File: src/rtl/fetch_stage.sv
// ============================================================================
//  Module      : fetch_stage
//  Description : Instruction fetch with a req/gnt/rvalid memory port, a
//                one-entry hold buffer and the FD pipeline register.
//                Optional macro FETCH_PERF_CNT_EN adds stall/fetch counters.
//  Revision    : 1.0 - initial release
// ============================================================================
`default_nettype none

module fetch_stage #(
    parameter int              INSTR_W  = 16,
    parameter int              PC_W     = 10,
    parameter logic [PC_W-1:0] RESET_PC = '0
) (
    input  logic               clk,
    input  logic               reset,
    input  logic               stall_i,
    input  logic               flush_i,
    input  logic [PC_W-1:0]    redirect_pc_i,
    output logic               imem_req_o,
    output logic [PC_W-1:0]    imem_addr_o,
    input  logic               imem_gnt_i,
    input  logic               imem_rvalid_i,
    input  logic [INSTR_W-1:0] imem_rdata_i,
    output logic [INSTR_W-1:0] instruction_fd_o,
    output logic [PC_W-1:0]    pc_fd_o,
    output logic               valid_fd_o
`ifdef FETCH_PERF_CNT_EN
    ,
    output logic [31:0]        stall_cnt_o,
    output logic [31:0]        fetch_cnt_o
`endif
);

    typedef enum logic [1:0] {
        ST_IDLE = 2'd0,
        ST_REQ  = 2'd1,
        ST_WAIT = 2'd2,
        ST_DROP = 2'd3
    } state_t;

    localparam logic [PC_W-1:0] c_pc_one = {{(PC_W-1){1'b0}}, 1'b1};

    state_t               r_state;
    logic [PC_W-1:0]      r_pc;
    logic [PC_W-1:0]      r_pc_inflight;
    logic                 r_hold_valid;
    logic [INSTR_W-1:0]   r_hold_instr;
    logic [PC_W-1:0]      r_hold_pc;

    logic                 w_fire;
    logic                 w_resp;
    logic                 w_fd_load;

    // No new request while a stalled response is parked in the hold buffer
    assign imem_req_o  = (r_state == ST_REQ) && !r_hold_valid;
    assign imem_addr_o = r_pc;
    assign w_fire      = imem_req_o && imem_gnt_i;
    assign w_resp      = (r_state == ST_WAIT) && imem_rvalid_i;
    assign w_fd_load   = !reset && !flush_i && !stall_i && (r_hold_valid || w_resp);

    always_ff @(posedge clk) begin
        if (reset) begin
            r_state          <= ST_IDLE;
            r_pc             <= RESET_PC;
            r_pc_inflight    <= '0;
            r_hold_valid     <= 1'b0;
            r_hold_instr     <= '0;
            r_hold_pc        <= '0;
            instruction_fd_o <= '0;
            pc_fd_o          <= '0;
            valid_fd_o       <= 1'b0;
        end else if (flush_i) begin
            r_pc         <= redirect_pc_i;
            valid_fd_o   <= 1'b0;
            r_hold_valid <= 1'b0;
            // A granted-but-unanswered request must be drained in DROP
            case (r_state)
                ST_IDLE: r_state <= ST_REQ;
                ST_REQ:  r_state <= w_fire ? ST_DROP : ST_REQ;
                ST_WAIT: r_state <= imem_rvalid_i ? ST_REQ : ST_DROP;
                ST_DROP: r_state <= imem_rvalid_i ? ST_REQ : ST_DROP;
                default: r_state <= ST_IDLE;
            endcase
        end else begin
            case (r_state)
                ST_IDLE: r_state <= ST_REQ;
                ST_REQ: begin
                    if (w_fire) begin
                        r_pc_inflight <= r_pc;
                        r_pc          <= r_pc + c_pc_one;
                        r_state       <= ST_WAIT;
                    end
                end
                ST_WAIT: if (imem_rvalid_i) r_state <= ST_REQ;
                ST_DROP: if (imem_rvalid_i) r_state <= ST_REQ;
                default: r_state <= ST_IDLE;
            endcase

            if (!stall_i) begin
                if (r_hold_valid) begin
                    instruction_fd_o <= r_hold_instr;
                    pc_fd_o          <= r_hold_pc;
                    valid_fd_o       <= 1'b1;
                    r_hold_valid     <= 1'b0;
                end else if (w_resp) begin
                    instruction_fd_o <= imem_rdata_i;
                    pc_fd_o          <= r_pc_inflight;
                    valid_fd_o       <= 1'b1;
                end else begin
                    valid_fd_o <= 1'b0;
                end
            end else if (w_resp) begin
                // Responses only arrive with the buffer empty (no request while full)
                r_hold_instr <= imem_rdata_i;
                r_hold_pc    <= r_pc_inflight;
                r_hold_valid <= 1'b1;
            end
        end
    end

`ifdef FETCH_PERF_CNT_EN
    always_ff @(posedge clk) begin
        if (reset) begin
            stall_cnt_o <= '0;
            fetch_cnt_o <= '0;
        end else begin
            if (stall_i)   stall_cnt_o <= stall_cnt_o + 32'd1;
            if (w_fd_load) fetch_cnt_o <= fetch_cnt_o + 32'd1;
        end
    end
`else
    logic w_unused;
    assign w_unused = w_fd_load;
`endif

endmodule

`default_nettype wire
File: config.mk
export PLATFORM = sky130hd
export DESIGN_NAME = fetch_stage
export DESIGN_NICKNAME = d
export VERILOG_FILES = /design/src/rtl/fetch_stage.sv
export SDC_FILE = /design/constraint.sdc
export NUM_CORES = 1
export LEC_CHECK = 0
export CAP_MARGIN = 20
export CORE_MARGIN = 5
export CORE_UTILIZATION = 51
export DETAILED_ROUTE_END_ITERATION = 10
export GPL_TIMING_DRIVEN = 0
export HOLD_SLACK_MARGIN = 0.12
export PLACE_DENSITY = 0.77
export SYNTH_ARGS = -nofsm -noshare
export SYNTH_HDL_FRONTEND = slang
export SYNTH_SLANG_ARGS = --single-unit
File: constraint.sdc
create_clock -name clk -period 2.13 [get_ports clk]
set_input_delay 0.426 -clock clk [delete_from_list [all_inputs] [get_ports clk]]
set_output_delay 0.426 -clock clk [all_outputs]
set_load 0.02 [all_outputs]
==> flow_summary.toml, run 1 <==
[power]
p_per_area_nw_per_um2 = 682
ir_worst_vdd_mv = 0.389
leakage_nw = 1.49

[clocking]
clkLatencyLatePin_ns = 0.36
root_buffer = "clkbuf_8"
cts_tree = "built"
cts_made_buffers = 9
cts_buffer_depth = 2
clk_pin_slew_worst_paths_ns = 0.08
htree_levels = 3
cts.sinks = 76

[yosys]
synthArstFlopShare_pct = 0
yosysTopAreaCell = "dfxtp_1"
ys.flop_type = "dfxtp_1"
synth_top_family_by_area = "compound AO/OA/AOI/OAI gates"
syn_inst = 377
yosysSeqAreaShare_pct = 44.9
synth_top_area_share_pct = 44.9
syn_area_per_cell_sq_um = 9.00
synth_area_sq_um = 3390
synth-xor-area-share_pct = 0.258
synth.area.top_cells = "dfxtp_1 45%, o221a_2 8.6%, a211o_1 6.7%, o21ai_0 6.2%, nand3_1 5.8%"
syn-num-nets = 410
synth_most_common_cell = "dfxtp_1"
synthAdderAreaFrac_pct = 0.369
yosys-top-cells-count = "76 x dfxtp_1, 42 x o21ai_0, 39 x nand3_1"
synth_compound_area_share_pct = 31.4
yosys.area_share.simple_pct = 17.9
yosysWarnings = 0
synth_cell_types = 38
synth_mux_area_share_pct = 0
synth-edff-count = 0
ys_ff_latch = 76

[routing]
dr.pass1.iters = 5
top_layer_used = "met4"
route.met2.wl_um = 4450
drc = 0
first_iter_violations = 223
num_vias = 3313
wire_per_inst_um = 17.7
routed_wirelength_um = 9540
route.layer.met1.wl_um = 4340
viasPerCell = 6.16
wl_met3_um = 598
ant_nets = 0

[worst_hold_path]
min_path_type = "reg -> reg"
min_path_cells = 2
hp-start = "r_hold_instr[9]"
holdPathEnd = "r_hold_instr[9]"

[timing]
rsz0062_at_grt = "no"
finalSetupViolCount = 0
finalHoldViolCount = 0
maxSlewViolCount = 0
tightest_slew_ns = 0.533
fmax_mhz = 493
fin_crit_ns = 2.03
final.period_utilization_pct = 95.2
max_slew_margin_pct = 64.5
holdWs_ns = 0.479
clock-skew-final_ns = 0.0105

[global_route]
overflow = 0
grt_max_degree = 14
gr-usage-all-layers_pct = 23.3
grt_pass1_vias = 3287
grt_antenna_before_repair = 0
grt_pass1_wl_um = 16000

[floorplanning]
die_height_um = 91.6
die-area_sq_um = 8380
fp.dieW_um = 91.6
start_util_pct = 52.8
fp-row-count = 29
core_sq_um = 6420
io_pins = 70

[setup_path]
rr_endpoint = "instruction_fd_o[2]"
path_common_cell = "buf_2"
cpPeakStageDelay_ns = 0.51
critPathLaunchType = "input port"
crit_path_max_fanout = 10
arrival_ns = 2.33
crit_chain = "clkdlybuf4s50_1 -> or2_2 -> buf_2 -> a21oi_2 -> buf_2 -> o221a_2"
end_kind = "flip-flop"
crit_type = "in -> reg"
r2r_setup_slack_ns = 0.23
rr_startpoint = "r_hold_valid"
setup.worst_path.start = "stall_i"
reg2regPathDepth = 5
crit_required_ns = 2.43
cp_slowest_cell = "clkdlybuf4s50_1"

[finish]
stdcell_count = 538
syn2layout_area_growth_pct = 29.7
n_antenna_cell = 0
finalNetCount = 489
drive_gt1_share_pct = 13.0
fillCellCount = 534

[placed_design]
hpwlAfterDp_um = 6660
io_buffers = 69
gp_congestion = 0.836
place_inst = 523

[run]
maxCapViolations = 0

[run_status]
status = "complete, no violations"
==> state kept, by name (all words and copies together), names as in the netlist <==
| register | flops |
|---|---|
| instruction_fd_o | 16 |
| imem_addr_o | 10 |
| r_hold_pc | 10 |
| r_hold_instr | 16 |
| valid_fd_o | 1 |
| r_hold_valid | 1 |
| r_state | 2 |
| r_pc_inflight | 10 |
| pc_fd_o | 10 |
==> cell usage in the layout (no fill, tap or decap), types with 2 or more instances in the layout <==
cell and instances:
buf_1 2, clkdlybuf4s50_1 68, a2111oi_0 3, o21ai_0 42, a21oi_1 38, o221a_2 26
a211o_1 26, nor2_1 9, nand2_1 4, o31ai_1 3, inv_1 4, clkinv_2 3
bufinv_16 2, clkbuf_8 9, nand3_1 39, clkbuf_1 24, dfxtp_1 76, buf_2 9
or4_1 5, and3_1 2, nand2b_1 3, a211oi_1 2, nor2b_1 29, nand3b_1 2
nor3_1 2, or3_1 2, a311oi_1 6, clkbuf_2 2
==> power by group <==
group	total (W)	switching (W)	internal, W
Combinational	0.000335	0.000180	0.000155
Clock	0.00119	0.000535	0.000655
Sequential	0.00148	0.0000312	0.00145
==> logic make-up after synthesis <==
family          count (synthesis)
xor+xnor                        1
buf+inv                        44
compound gates                149
simple gates                  106
fa+ha+maj                       1
flops                          76
==> critical path, delay by kind of cell <==
family	cells	cell delay [ns]
compound gates	2	0.56
buf+inv	3	1.01
simple gates	1	0.33
==> metrics by stage <==
step	worst slack [ns]	TNS [ns]	power (W)	utilization, %	area [sq um]
after floorplan	0.483	0	0.00168	-	3390
after global placement	-0.239	-8.17	0.00183	65.1	4180
after detailed placement	-0.276	-10.51	0.00184	65.1	4180
after CTS	0.0320	0	0.00301	68.5	4400
after global routing	0.0190	0	0.00313	68.5	4400
final	0.103	0	0.00300	68.5	4400
==> how the worst max path moves through the flow <==
stage | slack, ns | endpoint | depth (start not counted)
2_1_floorplan | 0.48 | imem_req_o | 3
3_3_place_gp | -0.24 | pc_fd_o[1] | 6
3_5_place_dp | -0.28 | instruction_fd_o[13] | 6
4_1_cts | 0.03 | imem_req_o | 4
5_1_grt | 0.02 | pc_fd_o[7] | 6
6_report | 0.10 | instruction_fd_o[13] | 6
==> cell type report <==
| cell class | count | area [sq um] | share of cell area [%] |
|---|---|---|---|
| inverter | 6 | 22.5 | 0.512 |
| clock buffer | 9 | 124 | 2.82 |
| clock inverter | 7 | 91.3 | 2.08 |
| sequential | 76 | 1520 | 34.6 |
| timing repair buffer | 69 | 692 | 15.7 |
| buffer | 37 | 153 | 3.47 |
| multi-input combinational | 257 | 1700 | 38.6 |
| tap | 77 | 96.3 | 2.19 |
==> repair_timing <==
action | CTS | global route
resized for setup | 6 | 3
buffers inserted | 0 | 0
hold buffers | 0 | 0
setup endpoints to repair | 1 | 17
==> layer usage <==
layer / global-route usage [%] / vias to the layer above
li1: - / 1589
met1: 30.6 / 1588
met2: 37.4 / 121
met3: 6.45 / 15
met4: 6.91 / 0
met5: 0 / -
Power figures use the tool's default switching activity.
==> inputs of run 2 (changes only) <==
CORE_MARGIN = default   (was 5)
CTS_CLUSTER_SIZE = 24   (was default)
==> run 2 against run 1 <==
  * Power down 1.9%
  * Cell area down 0.43%
  * Hold slack worse by 0.0046 ns
  * Setup slack worse by 0.011 ns
  * Clock power down 5%
  * Sequential power about the same
  * Fmax down 0.53%
  * Non-clock buffer count up 1
  * Sequential cell count unchanged
  * Count of clock-buffer cells in the layout up 2
  * Cell count up 0.19%
  * Largest cell class unchanged
==> flow_summary.toml, run 2 (synthesis gave the netlist of run 1 again) <==
[placed_design]
gp_congestion = 0.759
hpwlAfterDp_um = 6510
io_buffers = 69
dpl_cell_area_sq_um = 4180

[clocking]
clkLatencyLatePin_ns = 0.35
cts_tree = "built"
cts_made_buffers = 9
htree_levels = 3
postCtsSetupRepairBufs = 0
clk_pin_slew_worst_paths_ns = 0.08
cts.sinks = 76
root_buffer = "clkbuf_8"
cts_buffer_depth = 2

[routing]
dr.pass1.iters = 5
ant_nets = 0
viasPerCell = 6.26
drc = 0
num_vias = 3374
routed_wirelength_um = 9530
first_iter_violations = 227
wire_per_inst_um = 17.7

[floorplanning]
start_util_pct = 53.1
io_pins = 70
core_sq_um = 6390
die-area_sq_um = 6980
die_height_um = 83.6
fp.dieW_um = 83.6
fp-row-count = 29

[power]
leakage_nw = 1.50
p_int_w = 0.00220
p_sw_w = 0.000746
switching_share_pct = 25.4
ir_worst_vdd_mv = 0.532
p_comb_share_pct = 11.4
pwr-share-seq_pct = 50.2
p_per_area_nw_per_um2 = 672
p_clk_share_pct = 38.4

[finish]
biggestRegsByFlops = "instruction_fd_o (16), r_hold_instr (16)"
syn2layout_area_growth_pct = 29.1
finalInstanceArea_sq_um = 4380
n_antenna_cell = 0
layout_common_cells = "76 x dfxtp_1, 68 x clkdlybuf4s50_1, 42 x o21ai_0"
finalNetCount = 490
drive_gt1_share_pct = 13.0
layout_commonest_cell = "dfxtp_1"

[timing]
fin_crit_ns = 2.04
finalSetupViolCount = 0
rsz0062_at_grt = "no"
maxSlewViolCount = 0
tightest_slew_ns = 0.498
holdWs_ns = 0.475
max_slew_margin_pct = 66.0
clock-skew-final_ns = 0.00466
fmax_mhz = 491
final.period_utilization_pct = 95.7
finalHoldViolCount = 0

[setup_path]
crit_required_ns = 2.43
end_kind = "flip-flop"
crit_path_max_fanout = 10
arrival_ns = 2.33
critPathLaunchType = "input port"
crit_type = "in -> reg"

[global_route]
gr-usage-all-layers_pct = 27.8
grt_antenna_before_repair = 0
grt_pass1_wl_um = 15600
overflow = 0
grt_pass1_vias = 3203
grt_max_degree = 13

[run_status]
status = "complete, no violations"

[worst_hold_path]
min_path_type = "reg -> reg"

[run]
maxCapViolations = 0
-- run 2: worst paths after layout --
path	from	slack [ns]	end	depth (start not counted)
setup / recovery	imem_rvalid_i	0.09	pc_fd_o[8]	6
hold / removal	r_pc_inflight[9]	0.47	r_hold_pc[9]	2
setup reg to reg	r_hold_valid	0.19	pc_fd_o[8]	5
hold reg to reg	r_pc_inflight[9]	0.47	r_hold_pc[9]	2
-- run 2: critical path, cell delays in order --
cell and delay (ns):
clkdlybuf4s50_1 0.45, and3b_1 0.19, buf_2 0.19, nor2_2 0.33, clkbuf_1 0.46, o221a_2 0.29
-- run 2: what timing repair did --
item / in CTS / in global routing
gates resized for setup: 3 / 6
endpoints found under the setup margin: 1 / 20
hold buffers: 0 / 0
endpoints found under the hold margin: 0 / 0
-- run 2: cell type report --
| cell class | instances | area (sq um) |
|---|---|---|
| Fill cell | 554 | 2010 |
| Multi-Input combinational cell | 257 | 1690 |
| Sequential cell | 76 | 1520 |
| Timing Repair Buffer | 69 | 686 |
| Buffer | 38 | 159 |
| Clock buffer | 11 | 151 |
| Tap cell | 77 | 96.3 |
| Clock inverter | 5 | 50.0 |
| Inverter | 6 | 22.5 |
-- run 2: through the flow --
step / instances / setup WS (ns) / setup TNS (ns) / utilization [%] / power (W)
after CTS: 539 / 0.0110 / 0 / 68.6 / 0.00294
after floorplan: 377 / 0.483 / 0 / - / 0.00168
final: 539 / 0.0919 / 0 / 68.6 / 0.00294
after global routing: 539 / 0.0258 / 0 / 68.6 / 0.00304
after detailed placement: 523 / -0.275 / -10.01 / 65.4 / 0.00184
after global placement: 523 / -0.283 / -8.82 / 65.4 / 0.00183
-- run 2: per-layer routing --
layer	GRT usage (%)	wire (um)	part of all wire (%)
met1	35.8	4180	44
met2	46.2	4680	49
met3	3.66	499	5.2
met4	13.3	170	1.8
met5	0	0	0
-- run 2: power groups by stage --
stage | Sequential, W | Clock, W | Combinational (W)
6_report | 0.00148 | 0.00113 | 0.000337
5_1_grt | 0.00148 | 0.00119 | 0.000362
4_1_cts | 0.00148 | 0.00113 | 0.000334
3_5_place_dp | 0.00151 | 0 | 0.000330
3_3_place_gp | 0.00151 | 0 | 0.000324
2_1_floorplan | 0.00152 | 0 | 0.000155
==> inputs of run 3 (changes only) <==
CTS_CLUSTER_DIAMETER = 40   (was default)
==> results of run 3 <==
No change in the layout: final DEF, timing and power equal those of run 2.
